<file path="src/rtl/seq_alu.sv">
// Registered WIDTH-bit ALU with valid/ready on both sides and a shift-add multiplier.
// Optional zero/overflow flag outputs are built only when ALU_FLAGS_EN is defined.
module seq_alu #(
  parameter int WIDTH = 32,
  parameter int SHW   = $clog2(WIDTH)
) (
  input  logic             clk,
  input  logic             reset,
  input  logic             in_valid,
  output logic             in_ready,
  input  logic [WIDTH-1:0] A,
  input  logic [WIDTH-1:0] B,
  input  logic [3:0]       ALUOp,
  output logic             out_valid,
  input  logic             out_ready,
  output logic [WIDTH-1:0] C,
  output logic             busy
`ifdef ALU_FLAGS_EN
  ,
  output logic             zero,
  output logic             overflow
`endif
);

  typedef enum logic [1:0] {
    S_IDLE = 2'd0,
    S_MUL  = 2'd1,
    S_DONE = 2'd2
  } state_t;

  localparam logic [3:0] OP_ADD  = 4'd0;
  localparam logic [3:0] OP_SUB  = 4'd1;
  localparam logic [3:0] OP_AND  = 4'd2;
  localparam logic [3:0] OP_OR   = 4'd3;
  localparam logic [3:0] OP_XOR  = 4'd4;
  localparam logic [3:0] OP_SLT  = 4'd5;
  localparam logic [3:0] OP_SLTU = 4'd6;
  localparam logic [3:0] OP_SLL  = 4'd7;
  localparam logic [3:0] OP_SRL  = 4'd8;
  localparam logic [3:0] OP_SRA  = 4'd9;
  localparam logic [3:0] OP_MUL  = 4'd10;

  localparam logic [SHW:0] CNT_INIT = (SHW+1)'(WIDTH);
  localparam logic [SHW:0] CNT_ONE  = (SHW+1)'(1);

  state_t           state;
  state_t           state_n;
  logic             accept;
  logic             is_mul;
  logic [SHW-1:0]   shamt;
  logic [WIDTH-1:0] alu_res;
  logic             alu_ovf;

  logic [WIDTH-1:0] mcand;
  logic [WIDTH-1:0] mplier;
  logic [WIDTH-1:0] acc;
  logic [WIDTH-1:0] acc_step;
  logic [SHW:0]     cnt;
  logic             last_step;

  assign shamt     = B[SHW-1:0];
  assign is_mul    = (ALUOp == OP_MUL);
  assign accept    = in_valid && in_ready;
  assign acc_step  = mplier[0] ? (acc + mcand) : acc;
  assign last_step = (cnt == CNT_ONE);

  // Single-cycle datapath; MUL is resolved by the iterative unit below.
  always_comb begin
    alu_res = '0;
    alu_ovf = 1'b0;
    case (ALUOp)
      OP_ADD: begin
        alu_res = A + B;
        alu_ovf = (A[WIDTH-1] == B[WIDTH-1]) && (alu_res[WIDTH-1] != A[WIDTH-1]);
      end
      OP_SUB: begin
        alu_res = A - B;
        alu_ovf = (A[WIDTH-1] != B[WIDTH-1]) && (alu_res[WIDTH-1] != A[WIDTH-1]);
      end
      OP_AND:  alu_res = A & B;
      OP_OR:   alu_res = A | B;
      OP_XOR:  alu_res = A ^ B;
      OP_SLT:  alu_res = {{(WIDTH-1){1'b0}}, ($signed(A) < $signed(B))};
      OP_SLTU: alu_res = {{(WIDTH-1){1'b0}}, (A < B)};
      OP_SLL:  alu_res = A << shamt;
      OP_SRL:  alu_res = A >> shamt;
      OP_SRA:  alu_res = $unsigned($signed(A) >>> shamt);
      default: alu_res = '0;
    endcase
  end

  always_ff @(posedge clk or posedge reset) begin
    if (reset) begin
      state <= S_IDLE;
    end else begin
      state <= state_n;
    end
  end

  // in_ready in DONE follows out_ready combinationally so a retiring result
  // and a new issue can share a cycle.
  always_comb begin
    state_n   = state;
    in_ready  = 1'b0;
    out_valid = 1'b0;
    busy      = 1'b0;
    case (state)
      S_IDLE: begin
        in_ready = 1'b1;
        if (in_valid) begin
          state_n = is_mul ? S_MUL : S_DONE;
        end
      end
      S_MUL: begin
        busy = 1'b1;
        if (last_step) begin
          state_n = S_DONE;
        end
      end
      S_DONE: begin
        out_valid = 1'b1;
        in_ready  = out_ready;
        if (out_ready) begin
          if (in_valid) begin
            state_n = is_mul ? S_MUL : S_DONE;
          end else begin
            state_n = S_IDLE;
          end
        end
      end
      default: state_n = S_IDLE;
    endcase
  end

  always_ff @(posedge clk or posedge reset) begin
    if (reset) begin
      C      <= '0;
      mcand  <= '0;
      mplier <= '0;
      acc    <= '0;
      cnt    <= '0;
`ifdef ALU_FLAGS_EN
      zero     <= 1'b0;
      overflow <= 1'b0;
`endif
    end else if (accept) begin
      if (is_mul) begin
        mcand  <= A;
        mplier <= B;
        acc    <= '0;
        cnt    <= CNT_INIT;
      end else begin
        C <= alu_res;
`ifdef ALU_FLAGS_EN
        zero     <= (alu_res == '0);
        overflow <= alu_ovf;
`endif
      end
    end else if (state == S_MUL) begin
      acc    <= acc_step;
      mcand  <= mcand << 1;
      mplier <= mplier >> 1;
      cnt    <= cnt - CNT_ONE;
      if (last_step) begin
        C <= acc_step;
`ifdef ALU_FLAGS_EN
        zero     <= (acc_step == '0);
        overflow <= 1'b0;
`endif
      end
    end
  end

`ifndef ALU_FLAGS_EN
  logic unused_ovf;
  assign unused_ovf = alu_ovf;
`endif

endmodule

</file>
<file path="config.mk">
export PLATFORM = sky130hd
export DESIGN_NAME = seq_alu
export DESIGN_NICKNAME = d
export VERILOG_FILES = /design/src/rtl/seq_alu.sv
export SDC_FILE = /design/constraint.sdc
export NUM_CORES = 1
export LEC_CHECK = 0
export CORE_ASPECT_RATIO = 1.2
export CORE_MARGIN = 2
export CORE_UTILIZATION = 56
export CTS_CLUSTER_SIZE = 20
export DETAILED_ROUTE_END_ITERATION = 10
export PLACE_DENSITY = 0.78
export SLEW_MARGIN = 20
export SYNTH_ARGS = -nofsm -noshare
export SYNTH_HDL_FRONTEND = slang
export SYNTH_SLANG_ARGS = --single-unit
</file>
<file path="constraint.sdc">
create_clock -name clk -period 4 [get_ports clk]
set_input_delay 0.4 -clock clk [delete_from_list [all_inputs] [get_ports clk]]
set_output_delay 0.4 -clock clk [all_outputs]
set_load 0.01 [all_outputs]
</file>
==> summary.md <==
| Metric | Value |
|---|---|
| Post-synth ARST share | 100% |
| First-pass GRT wire length | 98.2 mm |
| Drt first pass iters | 9 |
| Syn. warnings | 0 |
| Post-synth EDFFs | 0 |
| Post-synthesis register bit count | 136 |
| Vias per inst | 6.70 |
| CP Max Fanout | 3 |
| Inserted Clock Buffers | 17 |
| Final Max Tran Viols | 0 |
| Post-Layout Inst Area | 18500 sq um |
| Fraction of layout cells with a size suffix above 1 | 12.0% |
| MaxCap Viol Count | 0 |
| Drt wl/cell | 24.5 um |
| Final RePlAce weighted congestion | 1.04 |
| Starting Density | 56.7% |
| Peak supply drop | 0.000333 V |
| Post-cts hold buffer count | 0 |
| Post-synthesis adder-cell area fraction | 10.9% |
| Slew HR | 32.2% |
| Largest cells by area after synthesis | dfrtp_1 21%, ha_1 11%, a21oi_1 6.8% |
| Complex-gate fraction of the synthesized area | 29.9% |
| Critical path launch point type | flop |
| Footprint of the multi-input gates | 11400 sq um |
| Via count | 17700 |
| Synth-to-Final Area Change | 16.5% |
| Min setup slack post-route | 139 ps |
| Primary FF master, synth | dfrtp_1 |
| Synthesized cell area | 15800 sq um |
| Die ar. | 29700 sq um |
| Sequential share of the synthesized area | 21.5% |
| Synthesized net count | 2336 |
| Final wirelength | 64.5 mm |
| 1st-iter DRT viols | 2410 |
| Synth top area share | 21.5% |
| Worst setup path startpoint | mcand[0] |
| Yosys top cell by area | dfrtp_1 |
| Post-Synth XOR/XNOR Area | 2.76% |
| Die height | 188 um |
| Detail Route Antenna Nets | 0 |
| Hold crit path type | in2async |
| Initial antenna violation count | 1 |
| Chip width | 158 um |
| RSZ-0062 raised after global routing | no |
| Setup Viol. Count Final | 0 |
| Clk buf depth | 2 |
| Setup_tns | 0 ps |
| Netlist cell types | 81 |
| DP Worst Slack | -152 ps |
| Total of fill cells in the finished design | 2419 |
| Simple-Gate Fraction of Synth Area | 18.3% |
| Leakage power | 8.18 nW |
| Clk slew on worst S/H paths | 60 ps |
| Area of placed instances | 17900 sq um |
| Dominant cell by count in the synthesized netlist | nor2_1 |
| Worst-margin pin slew | 991 ps |
| Core Area | 27900 sq um |
| Min cycle time layout | 3860 ps |
| H-Tree Depth | 4 |
| Required time worst endpoint | 4320 ps |
| Worst reg2reg startpoint | mcand[0] |
| Largest net degree at the start of global routing | 127 |
| Commonest cells in the netlist | 276 x nor2_1, 255 x nand2_1, 215 x a21oi_1 |
| Std cell rows | 67 |
| Largest family of logic cells by synthesized area | compound AO/OA/AOI/OAI gates |
| Clk sinks | 136 |
| Status | finished, final reports clean |
| Grt total ovfl | 0 |
| Seq. cell area | 3400 sq um |
| Remaining DRCs | 0 |
| Peak Freq | 0.259 GHz |
| Final nets | 2450 |
| Post-synthesis mux area share | 10.1% |
| IO Port Bufs | 106 |
| Later-pin clock latency in the skew report | 420 ps |
| CP Capture Type | flop |
| CTS tree | yes |
| Root Buffer | clkbuf_16 |
| Setup Buffers After CTS | 0 |
| Post-Syn Instances | 2128 |
| Final core utilization | 66.1% |
| Number of diodes | 0 |
| Final count of hold timing violations | 0 |
| Number of global-route vias before repair | 16700 |
| GRT Total Usage | 43.4% |
| R2R setup slack | 140 ps |
| Ports | 107 |
| Fin crit share | 96.5% |
| Syn_area_per_cell | 7.44 sq um |
| Dpl hpwl | 49.2 mm |
| PD cells | 411 nW/um^2 |
| WS Path Type | reg2reg |
| Worst-case clock skew | 9.56 ps |
| WP data arrival | 4180 ps |
-- worst paths after layout --
path / cells after the start / to
max in group asynchronous: 3 / acc[30]
worst max-delay path: 13 / C[30]
worst max register to register: 13 / C[30]
min in group clk: 2 / mplier[29]
worst min-delay path: 2 / acc[5]
worst min register to register: 2 / mplier[29]
-- cells by family (layout without fill, tap and decap cells) --
family,after synthesis,after routing
AO/OA/AOI/OAI,748,748
XOR/XNOR,50,50
adder cells (fa/ha/maj),136,136
buffers and inverters,261,387
flip-flops,136,136
multiplexers,111,111
AND/OR/NAND/NOR,686,686
-- metrics by stage --
step           total power (W)  cells  hold slack, ps
2_1_floorplan          0.00464   2128             450
3_3_place_gp           0.00580   2602             461
3_5_place_dp           0.00595   2602             471
4_1_cts                0.00747   2633             329
5_1_grt                0.00802   2633             351
6_report               0.00759   2633             321
-- layout make-up --
| type | count | share of cell area, % |
|---|---|---|
| well taps | 379 | 2.57 |
| multi-input cells | 1731 | 62.0 |
| inverters | 108 | 2.22 |
| repair buffers | 248 | 11.8 |
| flip-flops and latches | 136 | 18.5 |
| clock buffers | 18 | 2.38 |
| clock inverters | 13 | 0.583 |
-- placed cells by master (no fill, tap or decap), drive strengths merged, types with 15 or more instances in the layout --
master	n
nor2	277
nand2	255
a21oi	216
o21ai	209
buf	148
dfrtp	136
ha	133
inv	105
clkdlybuf4s50	100
mux2i	49
xnor2	38
a211oi	37
mux4	36
a31oi	33
nor3	31
nand3	29
o211ai	27
mux2	26
o31ai	24
a21o	24
a22oi	20
a221oi	19
clkbuf	18
nand2b	17
nor2b	15
or3	15
o22ai	15
-- critical path, cell delays in order (launching register included) --
cell and delay [ps]:
dfrtp_1 450, ha_1 230, fa_1 300, a211oi_2 120, o21ai_0 370, nand3_1 200, a2111oi_0 890, nor3_2 200
o221ai_1 270, o21ai_0 120, a31oi_1 240, nor2_1 140, a31oi_1 170, nor2_1 50
-- repair_timing --
action / 4_1_cts / 5_1_grt
endpoints found under the setup margin: 0 / 2
resized for setup: 0 / 3
hold endpoints to repair: 0 / 0
-- metal layers --
layer	vias to the layer above	wire, um	global-route usage (%)	part of all wire (%)
met3	226	7340	9.87	11
met4	2	3850	22.0	6.0
met5	-	13	0	0.020
li1	7912	-	-	-
met2	1145	28400	66.1	44
met1	8366	25000	57.7	39
-- where the power goes --
| group | leakage (nW) | total [W] | internal [W] | switching (W) |
|---|---|---|---|---|
| registers | 1.78 | 0.00236 | 0.00189 | 0.000470 |
| logic | 6.12 | 0.00374 | 0.00156 | 0.00219 |
| clock network | 0.275 | 0.00149 | 0.000862 | 0.000624 |
-- registers in the layout (all words and copies together), names as in the netlist --
name / count
cnt: 6
mplier: 32
state: 2
C: 32
mcand: 32
acc: 32
(Power assumes the default switching activity.)
